### src/rtl/uart_rx_ctrl.sv
// Purpose: owns UART receiver config (PAR_EN/PAR_TYPE/prescale), applies host writes at frame end or line idle, and buffers received bytes in a FWFT FIFO.
// Latency: config applied on the edge where data_valid or line_idle is seen while pending; cfg_ack/cfg_err one cycle after the cause; FIFO head visible one cycle after push.
// Backpressure: none toward the receiver; a push into a full FIFO without a simultaneous pop drops the byte and sets sticky ovf.
module uart_rx_ctrl #(
  parameter int DEPTH        = 8,
  parameter int IDLE_BITS    = 11,
  parameter int RST_PRESCALE = 8,
  parameter bit RST_PAR_EN   = 1'b1,
  parameter bit RST_PAR_TYPE = 1'b0
) (
  input  logic                     clk,
  input  logic                     rst,
  input  logic                     RX_IN,
  input  logic                     data_valid,
  input  logic [7:0]               P_Data,
  input  logic                     cfg_wr,
  input  logic [4:0]               cfg_prescale,
  input  logic                     cfg_par_en,
  input  logic                     cfg_par_type,
  output logic                     cfg_ack,
  output logic                     cfg_err,
  output logic                     PAR_EN,
  output logic                     PAR_TYPE,
  output logic [4:0]               prescale,
  input  logic                     rd_en,
  output logic [7:0]               rd_data,
  output logic                     empty,
  output logic                     full,
  output logic [$clog2(DEPTH):0]   fifo_count,
  output logic                     ovf,
  input  logic                     ovf_clr
);

  localparam int AW = $clog2(DEPTH);
  localparam logic [AW:0] FULL_CNT = (AW+1)'(DEPTH);

  typedef struct packed {
    logic [4:0] prescale;
    logic       par_en;
    logic       par_type;
  } cfg_t;

  localparam cfg_t RST_CFG = '{prescale: 5'(RST_PRESCALE), par_en: RST_PAR_EN, par_type: RST_PAR_TYPE};

  typedef enum logic {S_IDLE, S_PEND} state_t;

  state_t     state_q, state_d;
  cfg_t       cfg_in, pend_q, active_q;
  logic       cfg_legal, wr_ok, wr_bad;
  logic       apply, capture;
  logic [8:0] idle_cnt, idle_thresh;
  logic       line_idle;

  assign cfg_in    = '{prescale: cfg_prescale, par_en: cfg_par_en, par_type: cfg_par_type};
  assign cfg_legal = (cfg_prescale == 5'd8) || (cfg_prescale == 5'd16);
  assign wr_ok     = cfg_wr && cfg_legal;
  assign wr_bad    = cfg_wr && !cfg_legal;

  assign PAR_EN   = active_q.par_en;
  assign PAR_TYPE = active_q.par_type;
  assign prescale = active_q.prescale;

  // Threshold follows the active prescale; 11*16 = 176 fits in 9 bits.
  assign idle_thresh = 9'(IDLE_BITS) * {4'd0, active_q.prescale};
  assign line_idle   = (idle_cnt >= idle_thresh);

  // Idle counter: cleared by any low bit on the line, saturates instead of wrapping.
  always_ff @(posedge clk or negedge rst) begin
    if (!rst)                idle_cnt <= '0;
    else if (!RX_IN)         idle_cnt <= '0;
    else if (idle_cnt != '1) idle_cnt <= idle_cnt + 9'd1;
  end

  // Config FSM state register.
  always_ff @(posedge clk or negedge rst) begin
    if (!rst) state_q <= S_IDLE;
    else      state_q <= state_d;
  end

  // Next state: a legal write always (re)arms PENDING, even on the apply edge.
  always_comb begin
    state_d = state_q;
    case (state_q)
      S_IDLE: if (wr_ok) state_d = S_PEND;
      S_PEND: begin
        if (wr_ok)                          state_d = S_PEND;
        else if (data_valid || line_idle)   state_d = S_IDLE;
      end
      default: state_d = S_IDLE;
    endcase
  end

  // FSM outputs: apply the pending triple at a frame boundary or idle line.
  always_comb begin
    apply   = 1'b0;
    capture = wr_ok;
    if (state_q == S_PEND && (data_valid || line_idle)) apply = 1'b1;
  end

  // Pending/active config registers and the one-cycle status pulses.
  always_ff @(posedge clk or negedge rst) begin
    if (!rst) begin
      pend_q   <= RST_CFG;
      active_q <= RST_CFG;
      cfg_ack  <= 1'b0;
      cfg_err  <= 1'b0;
    end else begin
      if (apply)   active_q <= pend_q;
      if (capture) pend_q   <= cfg_in;
      cfg_ack <= apply;
      cfg_err <= wr_bad;
    end
  end

  // ---------------- FIFO ----------------
  logic [7:0]    mem [DEPTH];
  logic [AW-1:0] wr_ptr, rd_ptr;
  logic [AW:0]   count;
  logic          pop, drop, push;

  assign empty      = (count == '0);
  assign full       = (count == FULL_CNT);
  assign fifo_count = count;
  assign rd_data    = mem[rd_ptr];

  assign pop  = rd_en && !empty;
  assign drop = data_valid && full && !pop;
  assign push = data_valid && !drop;

  // Storage carries no reset; contents are meaningless while empty.
  always_ff @(posedge clk) begin
    if (push) mem[wr_ptr] <= P_Data;
  end

  // Pointers wrap naturally at the power-of-two depth; count tracks occupancy.
  always_ff @(posedge clk or negedge rst) begin
    if (!rst) begin
      wr_ptr <= '0;
      rd_ptr <= '0;
      count  <= '0;
    end else begin
      if (push) wr_ptr <= wr_ptr + AW'(1);
      if (pop)  rd_ptr <= rd_ptr + AW'(1);
      case ({push, pop})
        2'b10:   count <= count + 1'b1;
        2'b01:   count <= count - 1'b1;
        default: count <= count;
      endcase
    end
  end

  // Sticky overflow; a new drop beats a simultaneous clear.
  always_ff @(posedge clk or negedge rst) begin
    if (!rst)         ovf <= 1'b0;
    else if (drop)    ovf <= 1'b1;
    else if (ovf_clr) ovf <= 1'b0;
  end

endmodule

### config.mk
export PLATFORM = sky130hd
export DESIGN_NAME = uart_rx_ctrl
export DESIGN_NICKNAME = d
export VERILOG_FILES = /design/src/rtl/uart_rx_ctrl.sv
export SDC_FILE = /design/constraint.sdc
export NUM_CORES = 1
export LEC_CHECK = 0
export ABC_AREA = 1
export CORE_ASPECT_RATIO = 1.1
export CORE_MARGIN = 2
export CORE_UTILIZATION = 40
export DETAILED_ROUTE_END_ITERATION = 16
export GPL_TIMING_DRIVEN = 0
export PLACE_DENSITY = 0.61
export SYNTH_ARGS = -nofsm -noshare
export SYNTH_HDL_FRONTEND = slang
export SYNTH_SLANG_ARGS = --single-unit
### constraint.sdc
create_clock -name clk -period 9.5 [get_ports clk]
set_clock_uncertainty 0.05 [all_clocks]
set_input_delay 2.85 -clock clk [delete_from_list [all_inputs] [get_ports clk]]
set_output_delay 2.85 -clock clk [all_outputs]
set_load 0.1 [all_outputs]
==> results by stage <==
Power and ir drop:
- The switching part of the total is 48.01%.
- The part of the power in registers is 31.6%.
- Across the VDD grid, the largest voltage drop is roughly 0.19 mV.
- The internal power contribution is 967.1 uW.
- For this design the ratio of total power to cell area is between 300 and 400 nW/um^2.
- The combinational share of power is between 40% and 50%.
- The clock network burns between 10% and 20% of the power.
- The reported leakage power is 0.002527 uW.
- The switching power is slightly below 900 uW.

Cells and area:
- The layout cell share with drive strength beyond 1 is under 10%.
- Counting the fill cells in the layout gives around 1.1k.
- The area growth from synthesis to final layout is 19.12%.
- In the layout the commonest cells are sky130_fd_sc_hd__nand2_1, sky130_fd_sc_hd__edfxtp_1, sky130_fd_sc_hd__nor2_1.
- The post-route cell area is just under 6000 sq um.
- 0 antenna diodes ended up in the layout.
- The most common cell after layout, fill and taps aside is sky130_fd_sc_hd__nand2_1.
- The post-layout net count is roughly 570.

STA:
- Setup repair after global routing left no endpoint under its margin.
- The number of pins with negative max-slew slack in the final report is 0.
- The final period utilization is 60.80%.
- Setup violations remaining at the end of the flow were counted as 0.
- The number of failing hold endpoints at the final stage came to 0.
- The final-layout setup total negative slack is 0 ns.
- The timing-limited maximum frequency is 173.1 MHz.
- The post-layout minimum cycle time is 5.776 ns.
- The max-slew headroom at the worst pin is 15.92%.
- The pin slew with the least headroom to its limit is 1.252 ns.

Logic synthesis:
- After synthesis the cells add up to about 4800 sq um.
- The synthesized netlist contains 39 unique library cells.
- A synthesized cell averages 10.55 sq um.
- The synthesized design spends more area on one cell type than any other, namely sky130_fd_sc_hd__edfxtp_1.
- The flip-flop and latch count after synthesis is about 100.
- The Yosys warning count is 0.
- By area the synthesized netlist is led by sky130_fd_sc_hd__edfxtp_1, sky130_fd_sc_hd__dfrtp_1, sky130_fd_sc_hd__nand2_1, sky130_fd_sc_hd__ha_1, sky130_fd_sc_hd__nor2_1.
- Of the post-synthesis cell area, the dominant cell type holds about two fifths.
- When the netlist entered floorplanning its net count stood at ~510.
- The sequential fraction of the synthesis area is approximately three fifths.
- After technology mapping, the gate count stands at between 400 and 500.

Critical path:
- The minimum setup slack among reg-to-reg paths is about 6.2 ns.
- On the critical path, the stage with the largest delay is an instance of sky130_fd_sc_hd__clkdlybuf4s50_1.
- The startpoint of the worst register-to-register path is prescale[3].
- The worst setup path category is reg -> out.
- Along the worst path, the maximum fanout reaches 10.
- STA classifies the critical path startpoint as a flop.
- The peak per-stage delay on the critical path is between 1 and 1.5 ns.
- At the worst endpoint, the required time is between 6 and 7 ns.
- Together, buffers and inverters on the worst path number 2.
- Broken down by cell family, the worst path's largest delay share belongs to buffers and inverters.
- The worst flop-to-flop path endpoint is prescale[4].
- The arrival time at the worst endpoint is around 2.9 ns.
- The critical path goes through clkbuf_1 > o21ai_0 > o22ai_1 > nand2_1 > nand2_1 > clkdlybuf4s50_1.
- The dominant cell type by count on the critical path is sky130_fd_sc_hd__nand2_1.
- The number of cells on the worst reg-to-reg path is 15.
- STA classifies the critical path endpoint as a primary output.

Clock tree:
- The root buffer selected by CTS is sky130_fd_sc_hd__clkbuf_16.
- The number of gates resized after cts is 0.
- The maximum count of clock buffers along a single path is 2.
- The H-tree was split into 3 levels.
- After clock tree synthesis, the clock-pin slew on the worst setup and hold paths is around 0.07 ns.
- The clock latency on the worst-skew pair is around 0.35 ns.
- For this design, the CTS-stage hold fixing added 0 buffers.
- The count of buffers added by post-CTS timing repair for setup is 0.
- Buffers inserted during clock tree synthesis total 9.
- The number of clock sinks is 101.
- The clock tree from TritonCTS is done.

GRT:
- In the global route stage, overall resource usage came out at 15.99%.
- The total congestion overflow is 0.
- Entering global routing, the biggest net connects 38 pins.
- The number of global-route vias before repair was approximately 3.2k.
- The number of antenna violations at the first check in global routing came to 0.
- The global-route wire length before repair is roughly 16000 um.

Floorplanning:
- From left edge to right edge, the die measures ~110 um.
- During I/O placement, the number of pins put on the boundary was 46.
- The full die area is between 10000 and 15000 sq um.
- After floorplanning, the core was divided into 42 placement rows.
- The initial utilization of the core area, before any placement, comes to 40.60%.
- The die is 119.4 um tall.
- The core area is 11930 sq um.

Route:
- The number of iterations in the first detailed-routing pass is 4.
- After detailed routing, the average wire length per cell comes to ~15 um.
- The via count is approximately 3.3k.
- The final antenna-violating net count is 0.
- The aggregate routed wire length is 9771 um.
- The remaining routing DRC violations is 0.
- The violation count after the first detailed-route iteration is ~180.
- Dividing the detail-routed via count by the number of cells gives slightly below 5.

Placement:
- The placement-stage cell area is ~5500 sq um.
- The number of buffer cells added on primary ports is between 40 and 50.
- The detailed placement HPWL is 6658 um.
- The final weighted congestion in routability-driven placement is around 0.8.

Hold path:
- The worst hold path begins at PAR_EN.
- The class of the tightest hold or removal check is reg -> reg.
- Counting instances, the worst hold path has a depth of 2.
- The worst hold path terminates at PAR_EN.

Run:
- The number of max-capacitance violations reported is 0.

Status:
- The flow ran to the end, and the final reports show no timing, DRC or antenna violations.
## stage by stage
step | utilization [%] | hold slack, ns | power [uW] | cells | setup slack (ns)
global route | 48.36 | 0.4428 | 1968 | 673 | 3.528
CTS | 48.36 | 0.4210 | 1877 | 673 | 3.694
finish | 48.36 | 0.4157 | 1860 | 673 | 3.724
global placement | 45.91 | 0.4002 | 1503 | 657 | 3.961
detailed placement | 45.95 | 0.4080 | 1518 | 657 | 4.095
floorplan | - | 0.3868 | 1291 | 459 | 4.857
## worst min-delay path: cells and delay by family (launching register included)
family,cells,cell delay [ns]
DFF,1,0.37
and+or+nand+nor,2,0.09
## kinds of logic after synthesis
group	after synthesis	share of synthesized area [%]
AOI/OAI and AO/OA	64	7.053
DFF	101	58.90
and+or+nand+nor	192	17.21
adders and majority gates	32	8.732
xor gates and xnor gates	10	1.808
buffers and inverters	51	4.417
muxes	9	1.886
## cell usage after synthesis, drive strengths merged
library cell	count
dfstp	4
nor2	51
nand3	24
o21a	1
o21ai	41
clkbuf	2
and2	1
dfrtp	33
a21oi	10
nand2	104
and3	2
buf	9
nand4	2
xor2	6
ha	29
clkinv	1
a31oi	1
nor3	7
fa	3
mux2	1
a21o	3
mux2i	8
o22ai	8
inv	39
nor3b	1
edfxtp	64
xnor2	4
## state kept, by name, summed over array words and instances, names as in the netlist
register,count
PAR_EN,1
prescale,5
state_q,1
cfg_err,1
pend_q,7
rd_ptr,3
fifo_count,4
idle_cnt,9
wr_ptr,3
PAR_TYPE,1
mem,64
cfg_ack,1
ovf,1
## final cells by class
class	instances	area, sq um	area share [%]
plain buffers	11	63.81	1.106
multi-input cells	307	1787	30.97
clock buffers	9	225.2	3.904
inverters	40	150.1	2.602
repair buffers	44	435.4	7.547
flip-flops and latches	101	2853	49.45
clock inverters	7	62.56	1.084
well taps	154	192.7	3.340
## power groups by stage
stage / Sequential, uW / Combinational [uW] / Clock, uW
final: 588 / 914 / 357
after floorplan: 703 / 587 / 0
after detailed placement: 599 / 919 / 0
after global placement: 596 / 907 / 0
after CTS: 590 / 922 / 366
after global routing: 597 / 988 / 382
## layer usage
layer / track usage, % / vias to the layer above / wire length [um]
li1: - / 1680 / -
met1: 20.37 / 1502 / 4315
met2: 26.98 / 74 / 4878
met3: 3.229 / 11 / 450
met4: 5.208 / 0 / 127
met5: 0 / - / 0
## worst max path at each step
| stage | slack, ns | to | startpoint | depth (start not counted) |
|---|---|---|---|---|
| floorplan | 4.86 | empty | fifo_count[0] | 3 |
| global placement | 3.96 | mem[1][3] | rd_en | 5 |
| detailed placement | 4.09 | rd_data[0] | rd_ptr[1] | 6 |
| CTS | 3.69 | rd_data[0] | rd_ptr[1] | 6 |
| global route | 3.53 | rd_data[5] | rd_ptr[1] | 6 |
| finish | 3.72 | rd_data[5] | rd_ptr[1] | 6 |
Power figures use the tool's default switching activity.
